`src/rtl/mem_port_arbiter.sv`:
```
// ---------------------------------------------------------------------------
// mem_port_arbiter
//
// Shares the single-port main-memory bus between instruction fetch (IF) and
// load/store (MEM). Data requests normally win. A starvation counter forces a
// fetch grant after STARVE_MAX back-to-back data grants made while a fetch
// was waiting. Each granted access is registered onto a variable-latency
// request/ack bus. An optional timeout aborts an access that is never acked.
// The block also produces the pipeline stall.
//
// Handshake: a requester raises *_req with its address/data stable and holds
// it until the one-cycle *_done pulse. Requests are sampled only while the
// arbiter is idle. bus_req stays high until the cycle in which bus_ack is
// seen or the timeout expires. bus_ack is ignored whenever bus_req is low.
//
// Ports
//   cpu_clk, cpu_rstn        clock; asynchronous active-low reset
//   if_req/if_addr           fetch request and word address
//   if_done/if_rdata         fetch completion pulse and registered instruction
//   mem_req/mem_we/mem_addr/mem_wdata
//                            data request; mem_we == 0 means a load
//   mem_done/mem_rdata       data completion pulse and registered load data
//   bus_req/bus_we/bus_addr/bus_wdata
//                            registered memory bus request
//   bus_ack/bus_rdata        memory completion; read data valid with the ack
//   bus_timeout              pulses together with the done of an aborted access
//   pipe_stall               a request is outstanding and not finishing this cycle
//   dbg_state_o              current FSM state (0 idle, 1 bus, 2 resp)
// ---------------------------------------------------------------------------
module mem_port_arbiter #(
    parameter int unsigned TIMEOUT    = 255,
    parameter int unsigned STARVE_MAX = 4
) (
    input  logic        cpu_clk,
    input  logic        cpu_rstn,
    input  logic        if_req,
    input  logic [31:0] if_addr,
    output logic        if_done,
    output logic [31:0] if_rdata,
    input  logic        mem_req,
    input  logic [3:0]  mem_we,
    input  logic [31:0] mem_addr,
    input  logic [31:0] mem_wdata,
    output logic        mem_done,
    output logic [31:0] mem_rdata,
    output logic        bus_req,
    output logic [3:0]  bus_we,
    output logic [31:0] bus_addr,
    output logic [31:0] bus_wdata,
    input  logic        bus_ack,
    input  logic [31:0] bus_rdata,
    output logic        bus_timeout,
    output logic        pipe_stall,
    output logic [1:0]  dbg_state_o
);

    typedef enum logic [1:0] {
        ST_IDLE = 2'd0,
        ST_BUS  = 2'd1,
        ST_RESP = 2'd2
    } state_e;

    // wait_cnt only has to reach TIMEOUT-1.
    localparam int unsigned WAIT_W   = (TIMEOUT > 1) ? $clog2(TIMEOUT) : 1;
    localparam int unsigned STARVE_W = (STARVE_MAX > 0) ? $clog2(STARVE_MAX + 1) : 1;
    localparam logic [WAIT_W-1:0]   WAIT_LAST  = (TIMEOUT == 0) ? '0 : WAIT_W'(TIMEOUT - 1);
    localparam logic [STARVE_W-1:0] STARVE_TOP = STARVE_W'(STARVE_MAX);

    state_e              state_q,     state_d;
    logic                owner_q,     owner_d;      // 1 = data access, 0 = fetch
    logic                timeout_q,   timeout_d;
    logic [WAIT_W-1:0]   wait_cnt_q,  wait_cnt_d;
    logic [STARVE_W-1:0] starve_q,    starve_d;
    logic [3:0]          bus_we_q,    bus_we_d;
    logic [31:0]         bus_addr_q,  bus_addr_d;
    logic [31:0]         bus_wdata_q, bus_wdata_d;
    logic [31:0]         if_rdata_q,  if_rdata_d;
    logic [31:0]         mem_rdata_q, mem_rdata_d;

    logic        starve_full;
    logic        grant_mem;
    logic        grant_if;
    logic        timeout_hit;
    logic [31:0] capture_val;

    assign starve_full = (starve_q == STARVE_TOP);
    assign timeout_hit = (TIMEOUT != 0) && (wait_cnt_q == WAIT_LAST);

    // State register
    always_ff @(posedge cpu_clk or negedge cpu_rstn) begin
        if (!cpu_rstn) begin
            state_q     <= ST_IDLE;
            owner_q     <= 1'b0;
            timeout_q   <= 1'b0;
            wait_cnt_q  <= '0;
            starve_q    <= '0;
            bus_we_q    <= 4'b0000;
            bus_addr_q  <= 32'h0;
            bus_wdata_q <= 32'h0;
            if_rdata_q  <= 32'h0;
            mem_rdata_q <= 32'h0;
        end else begin
            state_q     <= state_d;
            owner_q     <= owner_d;
            timeout_q   <= timeout_d;
            wait_cnt_q  <= wait_cnt_d;
            starve_q    <= starve_d;
            bus_we_q    <= bus_we_d;
            bus_addr_q  <= bus_addr_d;
            bus_wdata_q <= bus_wdata_d;
            if_rdata_q  <= if_rdata_d;
            mem_rdata_q <= mem_rdata_d;
        end
    end

    // Next-state logic
    always_comb begin
        state_d     = state_q;
        owner_d     = owner_q;
        timeout_d   = timeout_q;
        wait_cnt_d  = wait_cnt_q;
        starve_d    = starve_q;
        bus_we_d    = bus_we_q;
        bus_addr_d  = bus_addr_q;
        bus_wdata_d = bus_wdata_q;
        if_rdata_d  = if_rdata_q;
        mem_rdata_d = mem_rdata_q;
        grant_mem   = 1'b0;
        grant_if    = 1'b0;
        // An aborted access returns zero instead of bus data.
        capture_val = bus_ack ? bus_rdata : 32'h0;

        unique case (state_q)
            ST_IDLE: begin
                timeout_d  = 1'b0;
                wait_cnt_d = '0;
                grant_mem  = mem_req & ~(if_req & starve_full);
                grant_if   = if_req & ~grant_mem;
                if (grant_mem) begin
                    owner_d     = 1'b1;
                    bus_we_d    = mem_we;
                    bus_addr_d  = mem_addr;
                    bus_wdata_d = mem_wdata;
                    state_d     = ST_BUS;
                    // Count only data grants that made a waiting fetch wait longer.
                    if (!if_req) begin
                        starve_d = '0;
                    end else if (!starve_full) begin
                        starve_d = starve_q + STARVE_W'(1);
                    end
                end else if (grant_if) begin
                    owner_d     = 1'b0;
                    bus_we_d    = 4'b0000;
                    bus_addr_d  = if_addr;
                    bus_wdata_d = 32'h0;
                    starve_d    = '0;
                    state_d     = ST_BUS;
                end
            end
            ST_BUS: begin
                wait_cnt_d = wait_cnt_q + WAIT_W'(1);
                // An ack in the last allowed cycle still counts as a normal completion.
                if (bus_ack || timeout_hit) begin
                    timeout_d = ~bus_ack;
                    state_d   = ST_RESP;
                    // Stores leave the load data register untouched.
                    if (bus_we_q == 4'b0000) begin
                        if (owner_q) begin
                            mem_rdata_d = capture_val;
                        end else begin
                            if_rdata_d = capture_val;
                        end
                    end
                end
            end
            ST_RESP: begin
                wait_cnt_d = '0;
                state_d    = ST_IDLE;
            end
            default: begin
                state_d = ST_IDLE;
            end
        endcase
    end

    // Outputs
    always_comb begin
        bus_req     = (state_q == ST_BUS);
        if_done     = (state_q == ST_RESP) & ~owner_q;
        mem_done    = (state_q == ST_RESP) & owner_q;
        bus_timeout = (state_q == ST_RESP) & timeout_q;
        pipe_stall  = (if_req & ~if_done) | (mem_req & ~mem_done);
        bus_we      = bus_we_q;
        bus_addr    = bus_addr_q;
        bus_wdata   = bus_wdata_q;
        if_rdata    = if_rdata_q;
        mem_rdata   = mem_rdata_q;
        dbg_state_o = state_q;
    end

endmodule

```
`config.mk`:
```
export PLATFORM = sky130hd
export DESIGN_NAME = mem_port_arbiter
export DESIGN_NICKNAME = d
export VERILOG_FILES = /design/src/rtl/mem_port_arbiter.sv
export SDC_FILE = /design/constraint.sdc
export NUM_CORES = 1
export LEC_CHECK = 0
export CAP_MARGIN = 20
export CORE_MARGIN = 10
export CORE_UTILIZATION = 35
export DETAILED_ROUTE_END_ITERATION = 10
export PLACE_DENSITY = 0.78
export SLEW_MARGIN = 20
export SYNTH_ARGS = -nofsm -noshare
export SYNTH_HDL_FRONTEND = slang
export SYNTH_SLANG_ARGS = --single-unit
export TNS_END_PERCENT = 30
```
`constraint.sdc`:
```
create_clock -name cpu_clk -period 2.2 [get_ports cpu_clk]
set_input_delay 0.44 -clock cpu_clk [delete_from_list [all_inputs] [get_ports cpu_clk]]
set_output_delay 0.44 -clock cpu_clk [all_outputs]
set_load 0.02 [all_outputs]
```
# After elaboration in Yosys (flattened, before gate mapping)
# Index checks and enable logic that the tools add are counted.
# Widths: inputs -> output; s select.
# word_totals
regBits	147
inputBits	137
output_inout_bits	139
# op_classes
n_addsub	2
n_eq_ne	7
mux	20
n_bitwise	15
reduce_logical	13
# op_table
op	count
$mux 32	5
$pmux 8 s2	1
$mux 3	4
$add 8x1->8 const B	1
$and 1x1->1	8
$eq 8x8->1 const B	1
$mux 4	2
$reduce_and 4->1	2
$mux 2	3
$ne 3x3->1 const B	2
$not 1->1	6
$reduce_and 2->1	3
$reduce_bool 2->1	3
$logic_not 4->1	1
$pmux 2 s2	1
$add 3x1->3 const B	1
$eq 3x3->1 const B	1
$mux 1	3
$reduce_and 3->1	1
$eq 2x1->1 const B	1
$eq 2x2->1 const B	1
$logic_not 2->1	1
$ne 2x1->1 const B	1
$pmux 1 s2	1
3 further kinds	3

# Longest topological paths before layout
# depth
word_depth	9
mapped_depth	7
mapped_depth_nobuf	6

# Worst setup path before layout
# OpenSTA, ideal clock, no wires.
# synth_timing
path_type	register -> output
startpoint	reg state_q[1], in the netlist dbg_state_o[1]
endpoint	out pipe_stall
arrival_ps	1432
t_required_ps	1760
slack_ps	328
path_stages_with_launch	5
n_path_buf	1
cell_sequence	dfrtp_1 clkbuf_8 nor2b_1 nor2b_1 o22ai_1
# synth_via
elab_chain_cells	5
# synth_rtl
element	line_no	rtl
from (decl)	69	state_e state_q, state_d;
from (signal assigned)	103	state_q <= state_d;
$eq 2x2->1	189	if_done = (state_q == ST_RESP) & ~owner_q;
$and 1x1->1	189	
via if_done	38	output logic if_done,
$not 1->1	192	pipe_stall = (if_req & ~if_done) | (mem_req & ~mem_done);
$and 1x1->1	192	
$or 1x1->1	192	
to (decl)	53	output logic pipe_stall,
# The timed path passes the listed nets, and every way through them passes these cells.

# Worst setup path in the final report
# layout_timing
startpoint	reg state_q[1], in the netlist dbg_state_o[1]
endpoint	out pipe_stall
# layout_via
elab_chain_cells	5
# layout_rtl
element	line_no
$eq 2x2->1 *	189, 190
$and 1x1->1 (on tied branches)	189, 190
$not 1->1	192
$and 1x1->1	192
$or 1x1->1 *	192
# Mark *: on every way between the ends. The rest lies on a longest branch, timed or not.

==> flow_summary.yaml <==
run_status:
  outcome: "complete, no violations"
clock_tree:
  worstSkewPairLatency_ns: 0.41
  h-tree-depth: 4
  clockRootBuffer: "clkbuf_16"
  ctsLongestPathBuffers: 2
  clk_pin_slew_ns: 0.06
  cts_tree: "built"
  cts_buffers: 17
  cts_setup_buffers: 0
  clock-sinks: 147
cells_and_area:
  final_area_um2: 9520
  drive_above_1_share: 0.0769
  layout.nets: 869
  fin_cells: 961
  areaGrowthSynthToFinish_pct: 59.4
  antennaDiodeCount: 0
power_and_ir_drop:
  power.density_nw_per_um2: 1390
  ir_drop_uv: 751
  cellLeakagePower_nw: 4.11
placement:
  placed_cell_area_um2: 8960
  port_buffers: 275
  placed_cells_incl_taps: 928
  place_congestion: 0.833
  hpwlAfterDp_um: 15200
worst_setup_path:
  worstSetupPathType: "flop to primary output"
  required_ns: 1.76
  critPathLaunchType: "flop"
  r2r_setup_slack_ns: 0.21
  worstPathMaxFanout: 3
  crit_family: "flip-flops"
  critical-path-max-stage-delay_ns: 0.38
  reg2regPathDepth: 7
  worstSetupEndpointType: "primary output"
  path_cells: "nor2b_1, and2_1, o22ai_1, clkdlybuf4s15_1"
  cp_num_cells: 4
  critPathBufInv: 1
  r2r_start: "wait_cnt_q[0]"
  slowest_stage: "dfrtp_1"
  setup.worst_path.end: "pipe_stall"
  r2r-end: "mem_rdata[25]"
  worstPathArrival_ns: 1.68
  crit_start: "dbg_state_o[1]"
logic_synthesis:
  ys_seq_area_frac: 0.616
  syn-num-nets: 595
  synth.largest_area_cell: "dfrtp_1"
  synth_area_per_cell_um2: 13.2
  ys_ff_latch: 147
  synth_area_um2: 5970
  synth.distinct_cells: 35
  synth_edf_count: 0
  ys.warnings.count: 0
  netlist_top_cells_area: "dfrtp_1, a32o_1, mux2i_1"
  netlist_instances: 454
  synth.most_common_cell: "dfrtp_1"
  synth_ff_type: "dfrtp_1"
  synth_top_area_frac: 0.616
  async_flop_share: 1.00
  synthTopCellsByCount: "dfrtp_1, a32o_1, nand2_1"
floorplanning:
  initial_core_util: 0.359
  die_height_um: 151
  die_x_um: 151
  die_area_um2: 22700
  row_count: 47
  core_area_um2: 16600
  io_pins: 276
drt:
  drt-pass1-iter-count: 5
  wl_per_cell_um: 20.7
  num_vias: 4972
  viasPerCell: 5.17
  postRouteWirelength_um: 19900
  drt_iter0_drc: 192
  drc_errors: 0
  drtAntennaViolNets: 0
min_path:
  hold_path.class: "flop to flop"
  min_path_cells: 2
sta:
  slew_headroom: 0.682
  finalCriticalPeriod_ns: 2.12
  setup_viol: 0
  finalHoldViolations: 0
  timing.fmax_mhz: 472
  rsz0062_at_grt: "false"
  skew_ns: 0.0121
  worstMarginPinSlew_ns: 0.477
  fin_crit_sh: 0.963
  maxSlewViolCount: 0
global_routing:
  gr-total-overflow: 0
  grt_max_degree: 98
  grt_pass1_vias: 5417
  gr-usage-met3: 0.0864
  grt_pass1_wl_um: 30300
  grt_use_met2: 0.279
  antenna_found_initial: 0
  grtUsageMet1: 0.189
  grt_usage: 0.170
  grt.busiest_layer: "met2"
run:
  cap_violations: 0
-- cells by family (layout without fill, tap and decap cells) --
logic type | Yosys count | in the layout | synth area share
AO/OA/AOI/OAI | 145 | 145 | 0.202
XOR/XNOR | 8 | 8 | 0.0117
adder cells (fa/ha/maj) | 4 | 4 | 0.00838
buffers and inverters | 46 | 333 | 0.0488
flip-flops | 147 | 147 | 0.616
multiplexers | 32 | 32 | 0.0536
AND/OR/NAND/NOR | 72 | 72 | 0.0593
-- where the power goes --
part / internal, W / switching (W)
combinational: 0.00295 / 0.00314
clock: 0.00149 / 0.00115
sequential: 0.00380 / 0.000682
-- worst reg2reg max path: stages (launching register included) --
cell	delay (ns)
dfrtp_1	0.42
inv_1	0.08
ha_1	0.21
nand4_1	0.12
o21ai_2	0.42
nand2_1	0.10
buf_4	0.26
a32o_1	0.27
-- how the worst min path moves through the flow --
stage	start	endpoint	slack, ns
3_3_place_gp	cpu_rstn	bus_wdata[23]	0.38
3_5_place_dp	cpu_rstn	bus_wdata[23]	0.39
4_1_cts	bus_addr[30]	bus_addr[30]	0.48
6_report	bus_addr[25]	bus_addr[25]	0.47
5_1_grt	bus_addr[25]	bus_addr[25]	0.50
2_1_floorplan	cpu_rstn	bus_addr[0]	0.14
-- routing by layer --
layer / vias to the layer above / share of wire
met5: - / 0
met2: 235 / 0.49
met3: 21 / 0.13
met4: 0 / 0.016
met1: 2453 / 0.37
li1: 2263 / -
-- flip-flops by register name (all words and copies together) (netlist names), 2 cells and up --
register     cells
bus_addr        32
bus_wdata       32
bus_we           4
dbg_state_o      2
if_rdata        32
mem_rdata       32
starve_q         3
wait_cnt_q       8
-- through the flow --
step / setup TNS (ns) / setup WS, ns / total power [W] / util / hold slack, ns
after floorplan: 0 / 0.328 / 0.00747 / - / 0.144
after global placement: -0.0434 / -0.0434 / 0.0105 / 0.538 / 0.383
after detailed placement: -0.0462 / -0.0462 / 0.0107 / 0.538 / 0.391
after CTS: 0 / 0.0500 / 0.0134 / 0.572 / 0.483
after global routing: 0 / 0.0106 / 0.0140 / 0.572 / 0.503
final: 0 / 0.0813 / 0.0132 / 0.572 / 0.475
-- layout by cell type, fill, tap and decap left out, types with 2 or more instances in the layout --
master,Yosys,layout
clkbuf_16,0,17
dlygate4sd2_1,0,4
mux2i_1,32,32
a22o_1,35,35
nand3_1,3,3
clkdlybuf4s50_1,0,269
inv_1,8,8
nor2_1,4,4
nand4_1,3,3
clkinvlp_4,0,2
nand2_1,42,41
and2_1,10,10
o21ai_0,36,36
buf_4,0,11
clkinv_4,0,5
a32o_1,65,65
xnor2_1,7,7
dfrtp_1,147,147
buf_12,0,6
ha_1,4,4
nor2b_1,3,2
inv_6,0,4
clkbuf_1,15,2
-- timing repair --
item / CTS / global route
gates resized for setup: 6 / 2
hold endpoints to repair: 39 / 0
hold buffers: 1 / 0
pin swaps: 0 / 0
endpoints found under the setup margin: 5 / 1
-- layout make-up --
class                           count  area (um^2)
Clock buffer                       20          447
Sequential cell                   147         3680
Inverter                            8         30.0
Clock inverter                     12         98.8
Timing Repair Buffer              293         2960
Fill cell                        1327         7120
Multi-Input combinational cell    261         2030
Tap cell                          220          275
Note: power is estimated with default switching activity, not from simulation.
